`config.mk`:
```
export PLATFORM = sky130hd
export DESIGN_NAME = rga_bus_master_flat
export DESIGN_NICKNAME = d
export VERILOG_FILES = /design/src/rtl/denise_pkg.sv /design/src/rtl/rga_bus_master_if.sv /design/src/rtl/rga_req_fifo.sv /design/src/rtl/rga_bus_master.sv /design/src/flat_wrapper.sv
export SDC_FILE = /design/constraint.sdc
export NUM_CORES = 1
export LEC_CHECK = 0
export BUFFER_PORTS_ARGS = -buffer_cell sky130_fd_sc_hd__buf_2
export CORE_MARGIN = 3
export CORE_UTILIZATION = 56
export DETAILED_ROUTE_END_ITERATION = 7
export GPL_TIMING_DRIVEN = 0
export HOLD_SLACK_MARGIN = 0.05
export PLACE_DENSITY = 0.79
export SLEW_MARGIN = 20
export SYNTH_ARGS = -nofsm -noshare
export SYNTH_HDL_FRONTEND = slang
export SYNTH_SLANG_ARGS = --single-unit
```
`constraint.sdc`:
```
create_clock -name clk -period 3.43 [get_ports clk]
set_input_delay 0.686 -clock clk [delete_from_list [all_inputs] [get_ports clk]]
set_output_delay 0.686 -clock clk [all_outputs]
set_load 0.005 [all_outputs]
```
`src/rtl/denise_pkg.sv`:
```
// Shared definitions for the Denise register-bus master.
// Contents: idle RGA code, Denise register addresses (RGA[8:1]), slot FSM
// state encoding and the queued request record.
package denise_pkg;

  // Idle RGA code. It addresses register 0x1FE, which the target treats as a no-op.
  localparam logic [7:0] RGA_IDLE_ADDR = 8'hFF;

  // Register addresses, bits [8:1]
  localparam logic [7:0] BPLCON0  = 8'h80;
  localparam logic [7:0] COLOR00  = 8'hC0;
  localparam logic [7:0] DENISEID = 8'h3E;
  localparam logic [7:0] CLXDAT   = 8'h07;
  localparam logic [7:0] JOY0DAT  = 8'h05;
  localparam logic [7:0] JOY1DAT  = 8'h06;

  // Slot FSM: one pass through ADDR, DATA and HOLD takes one CCK period.
  localparam logic [1:0] ST_IDLE_ENC = 2'd0;
  localparam logic [1:0] ST_ADDR_ENC = 2'd1;
  localparam logic [1:0] ST_DATA_ENC = 2'd2;
  localparam logic [1:0] ST_HOLD_ENC = 2'd3;

  typedef enum logic [1:0] {
    ST_IDLE = ST_IDLE_ENC,
    ST_ADDR = ST_ADDR_ENC,
    ST_DATA = ST_DATA_ENC,
    ST_HOLD = ST_HOLD_ENC
  } slot_state_t;

  // Queued request: 25 bits wide, laid out as {rd, addr, data}.
  typedef struct packed {
    logic        rd;
    logic [7:0]  addr;
    logic [15:0] data;
  } rga_req_t;

endpackage

```
`src/rtl/rga_bus_master_if.sv`:
```
// Request/response handshake of the register-bus master.
// modport master: the requester (it drives req_*, samples ready and rsp).
// modport slave : the bus master block (it samples req_*, drives ready and rsp).
interface rga_bus_master_if;
  logic        req_valid;
  logic        req_ready;
  logic        req_rd;
  logic [7:0]  req_addr;
  logic [15:0] req_data;
  logic        rsp_valid;
  logic [15:0] rsp_data;

  modport master (output req_valid, req_rd, req_addr, req_data,
                  input  req_ready, rsp_valid, rsp_data);
  modport slave  (input  req_valid, req_rd, req_addr, req_data,
                  output req_ready, rsp_valid, rsp_data);
endinterface

```
`src/rtl/rga_req_fifo.sv`:
```
// Synchronous request FIFO. Each entry is one rga_req_t record, {rd, addr, data}.
// Ports: clk, rst_n (async low), push/wr_req (write side), pop/head (read side;
//        head shows the oldest entry), full, empty.
// push is ignored when the FIFO is full. pop is ignored when it is empty.
module rga_req_fifo
  import denise_pkg::*;
#(
  parameter int DEPTH = 4
) (
  input  logic     clk,
  input  logic     rst_n,
  input  logic     push,
  input  rga_req_t wr_req,
  input  logic     pop,
  output rga_req_t head,
  output logic     full,
  output logic     empty
);
  localparam int AW = $clog2(DEPTH);

  rga_req_t        mem [DEPTH];
  logic [AW-1:0]   wptr, rptr;
  logic [AW:0]     cnt;
  logic            do_push, do_pop;

  assign full    = (cnt == (AW+1)'(DEPTH));
  assign empty   = (cnt == '0);
  assign do_push = push && !full;
  assign do_pop  = pop && !empty;
  assign head    = mem[rptr];

  // Entries are left out of reset. Only the pointers and the count define which entries are valid.
  always_ff @(posedge clk) begin
    if (do_push) mem[wptr] <= wr_req;
  end

  // The pointers wrap naturally because DEPTH is a power of 2.
  always_ff @(posedge clk or negedge rst_n) begin
    if (!rst_n) begin
      wptr <= '0;
      rptr <= '0;
      cnt  <= '0;
    end else begin
      if (do_push) wptr <= wptr + AW'(1);
      if (do_pop)  rptr <= rptr + AW'(1);
      case ({do_push, do_pop})
        2'b10:   cnt <= cnt + (AW+1)'(1);
        2'b01:   cnt <= cnt - (AW+1)'(1);
        default: cnt <= cnt;
      endcase
    end
  end
endmodule

```
`src/rtl/rga_bus_master.sv`:
```
// Register-bus initiator for Denise. Runs one RGA/DB access per CCK period.
// A slot starts on a CCK rise. Write data is driven from CCKQ, and read data
// is sampled on the CCK fall.
// Ports: clk, rst_n (async low); cck, cck_edge, cckq_edge (strobes, synchronous to clk);
//        bus (rga_bus_master_if.slave: req_valid/ready/rd/addr/data, rsp_valid/data);
//        rga_out, db_out, db_oen, db_in (target side); busy.
// Build option: RGA_BUS_MASTER_READ_EN enables the read path. Without it, a read
// request uses its slot without driving RGA, and it completes with rsp_data 16'hFFFF.
module rga_bus_master
  import denise_pkg::*;
#(
  parameter int         FIFO_DEPTH = 4,
  parameter logic [7:0] RGA_IDLE   = RGA_IDLE_ADDR
) (
  input  logic              clk,
  input  logic              rst_n,
  input  logic              cck,
  input  logic              cck_edge,
  input  logic              cckq_edge,
  rga_bus_master_if.slave   bus,
  output logic [7:0]        rga_out,
  output logic [15:0]       db_out,
  output logic              db_oen,
  input  logic [15:0]       db_in,
  output logic              busy
);
  slot_state_t state;
  rga_req_t    head, wr_req;
  logic        full, empty, rise, fall, pop;
  logic        cur_rd;
  logic [15:0] cur_data;
  logic        rsp_valid_q;
  logic [15:0] rsp_data_q;
  logic [7:0]  slot_rga;
  logic [15:0] rd_val;

  assign rise   = cck_edge && cck;
  assign fall   = cck_edge && !cck;
  assign wr_req = '{rd: bus.req_rd, addr: bus.req_addr, data: bus.req_data};

  // A new slot can start only on a rise, and only from IDLE or from the end of
  // the previous slot. This keeps the rate to one access per CCK period.
  assign pop = rise && !empty && (state == ST_IDLE || state == ST_HOLD);

  assign bus.req_ready = !full;
  assign bus.rsp_valid = rsp_valid_q;
  assign bus.rsp_data  = rsp_data_q;
  assign busy          = (state != ST_IDLE) || !empty;

`ifdef RGA_BUS_MASTER_READ_EN
  assign slot_rga = head.addr;
  assign rd_val   = db_in;
`else
  // Read path removed: a read slot leaves RGA idle and returns all ones.
  logic unused_db_in;
  assign unused_db_in = ^db_in;
  assign slot_rga     = head.rd ? RGA_IDLE : head.addr;
  assign rd_val       = 16'hFFFF;
`endif

  rga_req_fifo #(.DEPTH(FIFO_DEPTH)) u_fifo (
    .clk    (clk),
    .rst_n  (rst_n),
    .push   (bus.req_valid),
    .wr_req (wr_req),
    .pop    (pop),
    .head   (head),
    .full   (full),
    .empty  (empty)
  );

  always_ff @(posedge clk or negedge rst_n) begin
    if (!rst_n) begin
      state       <= ST_IDLE;
      rga_out     <= RGA_IDLE;
      db_out      <= '0;
      db_oen      <= 1'b0;
      rsp_valid_q <= 1'b0;
      rsp_data_q  <= '0;
      cur_rd      <= 1'b0;
      cur_data    <= '0;
    end else begin
      rsp_valid_q <= 1'b0;
      case (state)
        ST_IDLE: if (pop) begin
          cur_rd   <= head.rd;
          cur_data <= head.data;
          rga_out  <= slot_rga;
          state    <= ST_ADDR;
        end
        ST_ADDR: if (cckq_edge) begin
          if (!cur_rd) begin
            db_out <= cur_data;
            db_oen <= 1'b1;
          end
          state <= ST_DATA;
        end
        ST_DATA: if (fall) begin
          if (cur_rd) begin
            rsp_valid_q <= 1'b1;
            rsp_data_q  <= rd_val;
          end
          state <= ST_HOLD;
        end
        ST_HOLD: if (rise) begin
          db_oen <= 1'b0;
          db_out <= '0;
          // When another request is queued, start it back-to-back with no idle slot in between.
          if (pop) begin
            cur_rd   <= head.rd;
            cur_data <= head.data;
            rga_out  <= slot_rga;
            state    <= ST_ADDR;
          end else begin
            rga_out <= RGA_IDLE;
            state   <= ST_IDLE;
          end
        end
        default: state <= ST_IDLE;
      endcase
    end
  end
endmodule
```
`src/flat_wrapper.sv`:
```
// flat-port wrapper written by rule: the top's interface ports become plain ports
module rga_bus_master_flat import denise_pkg::*;
#(
  parameter int         FIFO_DEPTH = 4,
  parameter logic [7:0] RGA_IDLE   = RGA_IDLE_ADDR
)
  (clk, rst_n, cck, cck_edge, cckq_edge, rga_out, db_out, db_oen, db_in, busy, bus_req_valid, bus_req_rd, bus_req_addr, bus_req_data, bus_req_ready, bus_rsp_valid, bus_rsp_data);
  rga_bus_master_if bus_i ();
  input  logic clk;
  input  logic rst_n;
  input  logic cck;
  input  logic cck_edge;
  input  logic cckq_edge;
  output logic [7:0] rga_out;
  output logic [15:0] db_out;
  output logic db_oen;
  input  logic [15:0] db_in;
  output logic busy;
  input wire logic [$bits(bus_i.req_valid)-1:0] bus_req_valid;
  input wire logic [$bits(bus_i.req_rd)-1:0] bus_req_rd;
  input wire logic [$bits(bus_i.req_addr)-1:0] bus_req_addr;
  input wire logic [$bits(bus_i.req_data)-1:0] bus_req_data;
  output wire logic [$bits(bus_i.req_ready)-1:0] bus_req_ready;
  output wire logic [$bits(bus_i.rsp_valid)-1:0] bus_rsp_valid;
  output wire logic [$bits(bus_i.rsp_data)-1:0] bus_rsp_data;
  assign bus_i.req_valid = bus_req_valid;
  assign bus_i.req_rd = bus_req_rd;
  assign bus_i.req_addr = bus_req_addr;
  assign bus_i.req_data = bus_req_data;
  assign bus_req_ready = bus_i.req_ready;
  assign bus_rsp_valid = bus_i.rsp_valid;
  assign bus_rsp_data = bus_i.rsp_data;
  rga_bus_master #(.FIFO_DEPTH(FIFO_DEPTH), .RGA_IDLE(RGA_IDLE)) u_core (.clk(clk), .rst_n(rst_n), .cck(cck), .cck_edge(cck_edge), .cckq_edge(cckq_edge), .bus(bus_i), .rga_out(rga_out), .db_out(db_out), .db_oen(db_oen), .db_in(db_in), .busy(busy));
endmodule
```
# Word-level counts from Yosys, hierarchy flattened
# Memories as Yosys holds them, arrays and structs flattened.
# Cells that the tools add are included.
# word_totals
register_bits	53
mem_bits_rw	100
inputBits	47
memories	1
# mem_list
name	words	word_bits	read_ports	rd_ports_with_merged_regs	wr	line_no	rtl
u_core.u_fifo.mem	4	25	1	0	1	rga_req_fifo.sv:21	rga_req_t mem [DEPTH];
# classes
addsub	4
n_eq_ne	11
n_mux	31
reduce_logical	22
# ops
operator	count
$mux W16	5
$pmux W16 S2	2
$mux W8	4
$pmux W8 S2	1
$mux W1	11
$mux W2	4
$pmux W2 S4	1
$reduce_and A4 Y1	2
$reduce_bool A2 Y1	4
$eq A2 B2 Y1 const B	3
$logic_and A1 B1 Y1	6
$ne A2 B2 Y1 const B	3
$pmux W3 S2	1
$reduce_and A3 Y1	2
$add A2 B1 Y2 const B	2
$eq A2 B1 Y1 const B	2
$ne A2 B1 Y1 const B	2
$pmux W1 S2	2
$add A3 B1 Y3 const B	1
$eq A3 B3 Y1 const B	1
$logic_not A1 Y1	3
$logic_not A3 Y1	1
$sub A3 B1 Y3 const B	1
$logic_not A2 Y1	1
other kinds (2)	3

# Depth between registers and ports, before layout
# Gate-level depths: netlist of the first run.
# logic_depth
depth_word	7
depth_mapped	10
mapped_depth_nobuf	9

# By module
# Synthesis of the first run repeated with hierarchy kept, for this count alone.
# unflattened
hier_cells	360
area_unflattened_um2	6123.4
# by_module_without_submodules
module	instances	cells_each	area_per_inst_um2
rga_req_fifo	1	169	4086.4
rga_bus_master	1	191	2037.0

# Worst setup path after synthesis of the first run
# No wires, ideal clock.
# synth_path
path_kind	register to register
startpoint	reg u_core.state[0]
endpoint	reg u_core.u_fifo.cnt[1]
arrival_ns	2.307
required_ns	3.305
path_slack_ns	0.999
stages_incl_launch_ff	9
n_path_buf	1
synth_period_minus_slack_ns	2.431
path_cell_list	dfrtp_1 inv_1 ha_1 or3_1 buf_6 inv_1 ha_1 fa_1 mux2_2
# synth_between
elab_chain_len	6
# synth_rtl
element	line_no	rtl
start, declared	rga_bus_master.sv:27	slot_state_t state;
start signal, assigned	rga_bus_master.sv:74	state <= ST_IDLE;
start signal, assigned	rga_bus_master.sv:89	state <= ST_ADDR;
start signal, assigned	rga_bus_master.sv:96	state <= ST_DATA;
$eq A2 B2 Y1 / $logic_not A2 Y1 (equally long branches)	rga_bus_master.sv:43	assign pop = rise && !empty && (state == ST_IDLE || state == ST_HOLD);
$logic_or A1 B1 Y1 (*)	rga_bus_master.sv:43	
$logic_and A1 B1 Y1 (*)	rga_bus_master.sv:43	
$logic_and A1 B1 Y1 (*)	rga_req_fifo.sv:29	assign do_pop = pop && !empty;
via u_core.u_fifo.do_pop	rga_req_fifo.sv:24	logic do_push, do_pop;
$eq A2 B1 Y1 / $eq A2 B2 Y1 (equally long branches)	rga_req_fifo.sv:46	case ({do_push, do_pop})
$pmux W3 S2 / $reduce_bool A2 Y1 (equally long branches)	n/a	
end signal, assigned	rga_req_fifo.sv:47	2'b10: cnt <= cnt + (AW+1)'(1);
end signal, assigned	rga_req_fifo.sv:48	2'b01: cnt <= cnt - (AW+1)'(1);
end signal, assigned	rga_req_fifo.sv:49	default: cnt <= cnt;
end, declared	rga_req_fifo.sv:23	logic [AW:0] cnt;
# The timed path passes the listed nets; every way through them passes the cells marked *.
# A chain may end at the register's enable or synchronous reset.

# Worst setup path after layout of the first run
# layout_path
startpoint	reg u_core.state[1]
endpoint	reg u_core.u_fifo.cnt[1]
# Same word-level chain as after synthesis.

==> results.json, run 1 <==
{
  "worstPathBufferInverterCount": 3,
  "slew_headroom": 0.513,
  "placementRows": 37,
  "yosys.area.top_type": "edfxtp_1",
  "dpl-instance-area_um2": 6640,
  "post-dp-hpwl_um": 6730,
  "reg2reg_depth": 8,
  "crit_end": "u_core.u_fifo.cnt[1]$_DFFE_PN0P_",
  "finalCriticalPeriod_ns": 2.68,
  "end_kind": "flop",
  "dieArea_um2": 12200,
  "place_congestion": 0.744,
  "grt_usage": 0.197,
  "cp.required_ns": 3.84,
  "finClkSkew_ns": 0.00892,
  "slowest_stage": "dfrtp_1",
  "buffer_ports.inserted": 74,
  "comb_power_share": 0.310,
  "finalSetupTns_ns": 0,
  "syn_avg_cell_area_um2": 18.0,
  "drcViolationCount": 0,
  "synthDistinctLibCells": 38,
  "fillers": 676,
  "crit_type": "reg -> reg",
  "initial_core_util": 0.582,
  "r2r-end": "u_core.u_fifo.cnt[1]$_DFFE_PN0P_",
  "path_cells": "inv_1, ha_1, or3_1, buf_6, inv_1, ha_1, fa_1, mux2_2",
  "layout_common_cells": "edfxtp_1, buf_2, dfrtp_1",
  "status": "finished clean",
  "routed_wl_um": 10900,
  "routed_via_density": 5.50,
  "pwr-share-seq": 0.407,
  "synth_top_area_frac": 0.493,
  "hp-class": "in -> async",
  "max_freq_ghz": 0.373,
  "clock_sinks": 153,
  "synth_area_um2": 6090,
  "p_clk_frac": 0.282,
  "netSwitchingPower_uw": 2000,
  "pwr_density_cell_nw_per_um2": 943,
  "drv_cap": 0,
  "cts_buffers": 17,
  "path_max_fanout": 5,
  "stdcell_count": 581,
  "drive_above_1_share": 0.434,
  "ys_warn_count": 0,
  "final_common_cell": "edfxtp_1",
  "drt_iter0_drc": 288,
  "vias": 3198,
  "whs_ns": 0.190,
  "arrival_ns": 3.09,
  "detail-route-antenna-nets": 0,
  "firstDrtPassIters": 4,
  "path_depth": 8,
  "insertion_delay_ns": 0.52,
  "cts_tree": "built",
  "post_cts_buffers": 0,
  "startpoint": "u_core.state[1]$_DFFE_PN0P_",
  "htreeDepth": 4,
  "grt-ovfl-total": 0,
  "setup_viol": 0,
  "total_leakage_power_uw": 0.00284,
  "p_int_uw": 4860,
  "clk_pin_slew_ns": 0.06,
  "core_area_um2": 10500,
  "synthToLayoutAreaGrowth_pct": 19.4,
  "die_y_um": 110,
  "start_kind": "flop",
  "grt_pass1_vias": 3288,
  "netlist_instances": 339,
  "fin_area_um2": 7270,
  "fp.dieW_um": 110,
  "fin_nets": 490,
  "worstReg2RegStart": "u_core.state[1]$_DFFE_PN0P_",
  "synth.area.top_cells": "edfxtp_1, dfrtp_1, mux4_2",
  "post_cts_resized": 0,
  "p_sw_frac": 0.292,
  "ys_ff_latch": 153,
  "finalHoldViolations": 0,
  "grt_pass1_wl_um": 17100,
  "cp_top_family": "adder cells",
  "ir_drop_mv": 0.498,
  "syn_nets": 397,
  "antenna_cells": 0,
  "place_inst": 549,
  "grt_start_max_net_pins": 54,
  "finalCritPeriodShare": 0.781,
  "ys_seq_area_frac": 0.713,
  "cts_buffer_depth": 2,
  "critical-path-max-stage-delay_ns": 0.43,
  "rsz0062_at_grt": "no",
  "drv_slew": 0,
  "antenna_found_initial": 0,
  "io_pins": 91,
  "cts_root_buf": "clkbuf_8",
  "cts_hold_buf": 0,
  "worstMarginPinSlew_ns": 0.730,
  "rrSetupSlack_ns": 0.75,
  "wl_per_cell_um": 18.8
}
-- stage by stage --
stage	power [uW]	setup WS (ns)	utilization
global route	7250	0.652	0.695
floorplan	4290	0.999	-
CTS	6920	0.750	0.695
detailed placement	4970	0.789	0.634
global placement	4860	0.852	0.633
finish	6860	0.750	0.695
-- worst reg2reg max path, cell delays in order, from the launching register on --
cell and delay (ns):
dfrtp_1 0.43, inv_1 0.11, ha_1 0.35, or3_1 0.40
buf_6 0.15, inv_1 0.18, ha_1 0.25, fa_1 0.43
mux2_2 0.27
-- registers in the layout (all words and copies together), names as in the netlist --
name and cells:
u_core.u_fifo.cnt 3, u_core.db_out 16, u_core.u_fifo.mem 100, u_core.bus.rsp_valid 1, u_core.db_oen 1, u_core.rga_out 8
u_core.bus.rsp_data 1, u_core.cur_rd 1, u_core.cur_data 16, u_core.u_fifo.wptr 2, u_core.u_fifo.rptr 2, u_core.state 2
-- logic make-up (layout without fill, tap and decap cells) --
family | Yosys count | in the layout | synth area share
adder cells (fa/ha/maj) | 11 | 11 | 0.0238
buffers and inverters | 35 | 141 | 0.0351
AO/OA/AOI/OAI | 33 | 33 | 0.0411
multiplexers | 45 | 45 | 0.129
XOR/XNOR | 6 | 6 | 0.00863
flip-flops | 153 | 153 | 0.713
AND/OR/NAND/NOR | 56 | 56 | 0.0489
-- worst min-delay path by stage --
stage                                              from                            endpoint  cells after the start
final                                             rst_n    u_core.u_fifo.cnt[2]$_DFFE_PN0P_                      1
after global routing                              rst_n    u_core.u_fifo.cnt[1]$_DFFE_PN0P_                      1
after CTS                                         rst_n    u_core.u_fifo.cnt[2]$_DFFE_PN0P_                      1
after detailed placement  u_core.db_out[10]$_DFFE_PN0P_       u_core.db_out[10]$_DFFE_PN0P_                      2
after global placement     u_core.db_out[7]$_DFFE_PN0P_        u_core.db_out[7]$_DFFE_PN0P_                      2
after floorplan                                   rst_n  u_core.bus.rsp_data[0]$_DFFE_PN0P_                      0
-- synth_stat cells (all sizes together) --
library cell  number
nand2b            18
mux2              20
edfxtp           100
a211oi             1
a21boi             1
xor2               1
clkbuf             6
inv                7
a22o               1
o21ai             17
dfrtp             45
nand3b             1
xnor2              5
or3                1
nor2b              1
buf               22
fa                 1
nor3               2
o22a               8
mux4              25
o221ai             1
or2                1
o21bai             1
and3               4
nand2             22
and2               1
a22oi              1
nor2               5
dfstp              8
a221oi             2
ha                10
-- final cells by class --
cell class,instances,area [um^2],share of cell area
Buffer,28,188,0.0258
Clock buffer,23,499,0.0687
Clock inverter,9,133,0.0183
Inverter,7,26.3,0.00362
Multi-Input combinational cell,151,1540,0.212
Sequential cell,153,4340,0.597
Tap cell,136,170,0.0234
Timing Repair Buffer,74,373,0.0513
-- routing by layer --
metal  up-vias  global-route usage  wire, um
met2        91               0.324      5680
met5         -                   0         0
li1       1450                   -         -
met4         0              0.0880       191
met1      1641               0.243      4510
met3        16              0.0606       560
-- power by group through the flow --
stage | combinational [uW] | clock, uW | sequential, uW
final | 2130 | 1930 | 2790
after global routing | 2360 | 2040 | 2850
after CTS | 2170 | 1960 | 2790
after detailed placement | 2150 | 0 | 2820
after global placement | 2070 | 0 | 2790
after floorplan | 1530 | 0 | 2760
(Power assumes the default switching activity.)
==> run 2, diff against run 1 <==
--- a/config.mk
+++ b/config.mk
@@ -5,13 +5,14 @@
 export SDC_FILE = /design/constraint.sdc
 export NUM_CORES = 1
 export LEC_CHECK = 0
+export ABC_AREA = 1
 export BUFFER_PORTS_ARGS = -buffer_cell sky130_fd_sc_hd__buf_2
 export CORE_MARGIN = 3
-export CORE_UTILIZATION = 56
+export CORE_UTILIZATION = 51
 export DETAILED_ROUTE_END_ITERATION = 7
 export GPL_TIMING_DRIVEN = 0
 export HOLD_SLACK_MARGIN = 0.05
-export PLACE_DENSITY = 0.79
+export PLACE_DENSITY = 0.75
 export SLEW_MARGIN = 20
 export SYNTH_ARGS = -nofsm -noshare
 export SYNTH_HDL_FRONTEND = slang
==> constraint.sdc (replaced) <==
create_clock -name clk -period 2.2 [get_ports clk]
set_input_delay 0.44 -clock clk [delete_from_list [all_inputs] [get_ports clk]]
set_output_delay 0.44 -clock clk [all_outputs]
set_load 0.005 [all_outputs]
==> results.json, run 2 <==
{
  "cts_root_buf": "clkbuf_16",
  "post-dp-hpwl_um": 8510,
  "insertion_delay_ns": 0.42,
  "cts_buffers": 17,
  "antenna_cells": 0,
  "max_freq_ghz": 0.473,
  "grt_start_max_net_pins": 54,
  "fillers": 891,
  "finalCritPeriodShare": 0.962,
  "drv_slew": 0,
  "drv_cap": 0,
  "start_kind": "flop",
  "htreeDepth": 4,
  "buffer_ports.inserted": 74,
  "cp.required_ns": 2.51,
  "status": "finished clean",
  "ir_drop_mv": 0.817,
  "cts_tree": "built",
  "arrival_ns": 2.42,
  "clock_sinks": 153,
  "routed_wl_um": 12900,
  "routed_via_density": 5.07,
  "crit_type": "reg -> reg",
  "synth.area.top_cells": "edfxtp_1, dfrtp_1, nand2_1",
  "layout_common_cells": "nand2_1, edfxtp_1, buf_2",
  "vias": 4270,
  "use_met1": 0.234,
  "end_kind": "flop",
  "synthDistinctLibCells": 29,
  "final_common_cell": "nand2_1",
  "ys_top_cells_by_count": "nand2_1, edfxtp_1, nor2_1, dfrtp_1, o21ai_0",
  "setup_viol": 0,
  "wl_per_cell_um": 15.4,
  "whs_ns": 0.0515,
  "synth_top_area_frac": 0.473,
  "cts_hold_buf": 0,
  "clk_pin_slew_ns": 0.06,
  "largest_register_ffs": 100,
  "fin_nets": 719,
  "syn_nets": 620,
  "initial_core_util": 0.524,
  "drcViolationCount": 0,
  "dp_slack_ns": -0.0637,
  "total_leakage_power_uw": 0.00323,
  "synth_edf_count": 100,
  "ys.flop_type": "edfxtp_1",
  "netlist_instances": 562,
  "hp-class": "in -> async",
  "synthToLayoutAreaGrowth_pct": 21.0,
  "ys_seq_area_frac": 0.683,
  "fin_ws_ns": 0.0839,
  "worstMarginPinSlew_ns": 0.659,
  "synth.most_common_cell": "nand2_1",
  "drive_above_1_share": 0.282,
  "io_pins": 91,
  "finalCriticalPeriod_ns": 2.12,
  "rsz0062_at_grt": "no",
  "pwr_density_cell_nw_per_um2": 1520,
  "grt_usage": 0.191,
  "die_y_um": 118,
  "largest-register": "u_core.u_fifo.mem",
  "top_regs": "u_core.u_fifo.mem (100), u_core.cur_data (16), u_core.db_out (16)",
  "busiest_layer": "met2",
  "syn_avg_cell_area_um2": 11.3,
  "firstDrtPassIters": 5,
  "placementRows": 40,
  "fp.dieW_um": 118,
  "core_area_um2": 12100,
  "antenna_found_initial": 0,
  "total_power_uw": 11700,
  "met2_usage": 0.317,
  "grt_pass1_vias": 4267,
  "detail-route-antenna-nets": 0,
  "async_reset_ff_frac": 0.346,
  "gr-usage-met3": 0.0553,
  "finClkSkew_ns": 0.00859,
  "cts_buffer_depth": 2,
  "synth_area_um2": 6350,
  "grt-ovfl-total": 0,
  "yosys.area.top_type": "edfxtp_1",
  "drt_iter0_drc": 293,
  "slew_headroom": 0.561,
  "dieArea_um2": 13800,
  "place_congestion": 0.826,
  "grt_pass1_wl_um": 20600,
  "finalHoldViolations": 0,
  "path_max_fanout": 6,
  "ys_ff_latch": 153,
  "ys_warn_count": 0
}
-- run 2: report_power, final --
group | switching, uW | internal, uW | total [uW]
logic | 2810 | 1750 | 4560
clock network | 1130 | 1610 | 2750
registers | 322 | 4040 | 4370
total | 4270 | 7410 | 11700
-- run 2: cell type report --
cell class | count | area [um^2] | area share
buffer | 37 | 236 | 0.0308
multi-input combinational | 338 | 1700 | 0.222
timing repair buffer | 80 | 498 | 0.0648
tap | 168 | 210 | 0.0274
sequential | 153 | 4340 | 0.565
clock buffer | 20 | 489 | 0.0637
clock inverter | 12 | 81.3 | 0.0106
inverter | 34 | 128 | 0.0166
-- run 2: kinds of logic (layout without fill, tap and decap cells) --
| logic type | after synthesis | count (layout) | share of synthesized area |
|---|---|---|---|
| compound gates | 89 | 89 | 0.0774 |
| flops | 153 | 153 | 0.683 |
| xor+xnor | 4 | 4 | 0.00552 |
| fa+ha+maj | 11 | 11 | 0.0228 |
| mux | 1 | 1 | 0.00177 |
| buf+inv | 71 | 183 | 0.0573 |
| simple gates | 233 | 233 | 0.152 |
-- run 2: final timing paths --
| path | end | depth (start not counted) | startpoint | slack (ns) |
|---|---|---|---|---|
| setup / recovery | u_core.u_fifo.cnt[1]$_DFFE_PN0P_ | 8 | u_core.state[1]$_DFFE_PN0P_ | 0.08 |
| hold reg to reg | u_core.rga_out[0]$_DFFE_PN1P_ | 2 | u_core.rga_out[0]$_DFFE_PN1P_ | 0.47 |
| max in group asynchronous | u_core.db_out[12]$_DFFE_PN0P_ | 1 | rst_n | 1.70 |
| setup reg to reg | u_core.u_fifo.cnt[1]$_DFFE_PN0P_ | 8 | u_core.state[1]$_DFFE_PN0P_ | 0.08 |
| hold / removal | u_core.u_fifo.cnt[2]$_DFFE_PN0P_ | 1 | rst_n | 0.05 |
| min in group clk | u_core.u_fifo.mem[0][23]$_DFFE_PP_ | 1 | bus_req_addr[7] | 0.24 |
-- run 2: worst max-delay path: stages, from the launching register on --
cell and delay, ns:
dfrtp_1 0.40, inv_2 0.10, ha_4 0.22, nor2_4 0.13, nand2_4 0.10, inv_1 0.13
ha_2 0.23, fa_2 0.43, mux2_2 0.26
-- run 2: layer usage --
| metal | routed length, um | share of wire |
|---|---|---|
| met1 | 5340 | 0.41 |
| met3 | 905 | 0.070 |
| met5 | 0 | 0 |
| met2 | 6480 | 0.50 |
| met4 | 212 | 0.016 |
-- run 2: timing repair --
| item | in CTS | in global routing |
|---|---|---|
| endpoints found under the setup margin | 2 | 2 |
| gates cloned | 0 | 0 |
| setup buffers | 2 | 0 |
| gates resized for setup | 2 | 5 |
-- run 2: through the flow --
stage	util	setup TNS, ns	instance area [um^2]	cells
6_report	0.635	0	7680	842
5_1_grt	0.635	0	7680	842
4_1_cts	0.634	0	7680	842
3_5_place_dp	0.584	-0.101	7080	808
3_3_place_gp	0.572	-80.46	6930	804
2_1_floorplan	-	-0.373	6350	562
==> run 3, diff against run 2 <==
--- a/config.mk
+++ b/config.mk
@@ -7,7 +7,7 @@
 export LEC_CHECK = 0
 export ABC_AREA = 1
 export BUFFER_PORTS_ARGS = -buffer_cell sky130_fd_sc_hd__buf_2
-export CORE_MARGIN = 3
+export CORE_MARGIN = 2
 export CORE_UTILIZATION = 51
 export DETAILED_ROUTE_END_ITERATION = 7
 export GPL_TIMING_DRIVEN = 0
==> results.json, run 3 (synthesis gave the netlist of run 2 again) <==
{
  "start_kind": "flop",
  "hp-class": "in -> async",
  "status": "finished clean",
  "cp_top_family": "adder cells",
  "clk_pin_slew_ns": 0.06,
  "slowest_stage": "fa_2",
  "path_max_fanout": 6,
  "cts_buffer_depth": 2,
  "io_pins": 91,
  "clock_sinks": 153,
  "drt_iter0_drc": 403,
  "grt_start_max_net_pins": 54,
  "cts_hold_buf": 0,
  "drcViolationCount": 0,
  "grt_usage": 0.198,
  "whs_ns": 0.0550,
  "post-dp-hpwl_um": 8090,
  "drive_above_1_share": 0.282,
  "buffer_ports.inserted": 74,
  "fin_nets": 719,
  "finalHoldViolations": 0,
  "total_power_uw": 11800,
  "worstMarginPinSlew_ns": 0.667,
  "worstReg2RegStart": "u_core.state[0]$_DFFE_PN0P_",
  "grt_pass1_wl_um": 19800,
  "path_depth": 8,
  "vias": 4217,
  "finalCriticalPeriod_ns": 2.13,
  "finClkSkew_ns": 0.0112,
  "end_kind": "flop",
  "max_freq_ghz": 0.469,
  "crit_type": "reg -> reg",
  "r2r-end": "u_core.u_fifo.cnt[1]$_DFFE_PN0P_",
  "finalCritPeriodShare": 0.969,
  "core_area_um2": 12100,
  "rrSetupSlack_ns": 0.07,
  "crit_end": "u_core.u_fifo.cnt[1]$_DFFE_PN0P_",
  "arrival_ns": 2.43,
  "firstDrtPassIters": 5,
  "antenna_found_initial": 0,
  "fin_area_um2": 7730,
  "critical-path-max-stage-delay_ns": 0.44,
  "cts_buffers": 17,
  "dieArea_um2": 13400,
  "place_congestion": 0.810,
  "total_leakage_power_uw": 0.00324,
  "fillers": 877,
  "cts_root_buf": "clkbuf_16",
  "largest-register": "u_core.u_fifo.mem",
  "grt-ovfl-total": 0,
  "fin_ws_ns": 0.0682,
  "fp.dieW_um": 116,
  "dpl-instance-area_um2": 7060,
  "setup_viol": 0,
  "ir_drop_mv": 0.501,
  "routed_wl_um": 12500,
  "dp_slack_ns": -0.0695,
  "routed_via_density": 5.01,
  "path_cells": "inv_2, ha_4, nor2_4, nand2_4, inv_1, ha_2, fa_2, mux2_2",
  "startpoint": "u_core.state[0]$_DFFE_PN0P_",
  "worstPathBufferInverterCount": 2,
  "htreeDepth": 4,
  "die_y_um": 116,
  "drv_slew": 0,
  "reg2reg_depth": 8,
  "antenna_cells": 0,
  "wl_per_cell_um": 14.9,
  "drv_cap": 0,
  "top_regs": "u_core.u_fifo.mem (100), u_core.cur_data (16), u_core.db_out (16)",
  "final_common_cell": "nand2_1",
  "grt_pass1_vias": 4122,
  "cp.required_ns": 2.50,
  "detail-route-antenna-nets": 0,
  "slew_headroom": 0.555,
  "placementRows": 40,
  "initial_core_util": 0.527,
  "synthToLayoutAreaGrowth_pct": 21.7,
  "largest_register_ffs": 100,
  "layout_common_cells": "nand2_1, edfxtp_1, buf_2",
  "cts_tree": "built",
  "insertion_delay_ns": 0.42,
  "pwr_density_cell_nw_per_um2": 1530
}
-- run 3: cell count changes in the layout (fill, tap and decap cells not counted) --
cell       delta
buf_16        -1
buf_8         +1
bufinv_16     +1
clkbuf_16     +1
clkbuf_8      +1
clkinv_2      -2
clkinv_4      +5
inv_4         -4
inv_6         -2
-- run 3: report_power, final --
group / switching [uW] / leakage (uW) / internal (uW)
clock network: 1130 / 0.000313 / 1830
logic: 2790 / 0.00139 / 1740
registers: 317 / 0.00154 / 4040
total: 4230 / 0.00324 / 7610
-- run 3: metrics by stage --
stage	utilization	instances	setup TNS (ns)
floorplan	-	562	-0.373
global placement	0.575	804	-77.95
detailed placement	0.585	808	-0.0983
CTS	0.639	842	0
global route	0.641	842	-0.000939
finish	0.641	842	0
-- run 3: timing repair --
action                     in CTS  in global routing
resized for setup               0                  7
setup buffers                   2                  0
setup endpoints to repair       2                  2
-- run 3: worst min path at each step --
stage / slack (ns) / startpoint / end
floorplan: 0.14 / rst_n / u_core.bus.rsp_data[0]$_DFFE_PN0P_
global placement: 0.46 / u_core.rga_out[7]$_DFFE_PN1P_ / u_core.rga_out[7]$_DFFE_PN1P_
detailed placement: 0.46 / u_core.rga_out[6]$_DFFE_PN1P_ / u_core.rga_out[6]$_DFFE_PN1P_
CTS: 0.23 / bus_req_addr[3] / u_core.u_fifo.mem[0][19]$_DFFE_PP_
global route: 0.1 / rst_n / u_core.cur_data[11]$_DFFE_PN0P_
finish: 0.06 / rst_n / u_core.cur_data[11]$_DFFE_PN0P_
-- run 3: cell type report --
| type | instances | area [um^2] | share of cell area |
|---|---|---|---|
| Buffer | 37 | 236 | 0.0306 |
| Clock buffer | 22 | 528 | 0.0683 |
| Clock inverter | 10 | 103 | 0.0133 |
| Inverter | 34 | 128 | 0.0165 |
| Multi-Input combinational cell | 338 | 1700 | 0.220 |
| Sequential cell | 153 | 4340 | 0.561 |
| Tap cell | 168 | 210 | 0.0272 |
| Timing Repair Buffer | 80 | 485 | 0.0628 |
-- run 3: metal layers --
metal / part of all wire / routed length [um] / up-vias / track usage
li1: - / - / 2064 / -
met1: 0.42 / 5230 / 1973 / 0.246
met2: 0.50 / 6280 / 161 / 0.327
met3: 0.064 / 806 / 19 / 0.0507
met4: 0.016 / 201 / 0 / 0.0924
met5: 0 / 0 / - / 0
-- run 3: worst reg2reg max path, cell delays in order (launching register included) --
cell and delay [ns]:
dfrtp_1 0.40, inv_2 0.11, ha_4 0.22, nor2_4 0.13, nand2_4 0.10, inv_1 0.11, ha_2 0.22, fa_2 0.44
mux2_2 0.28
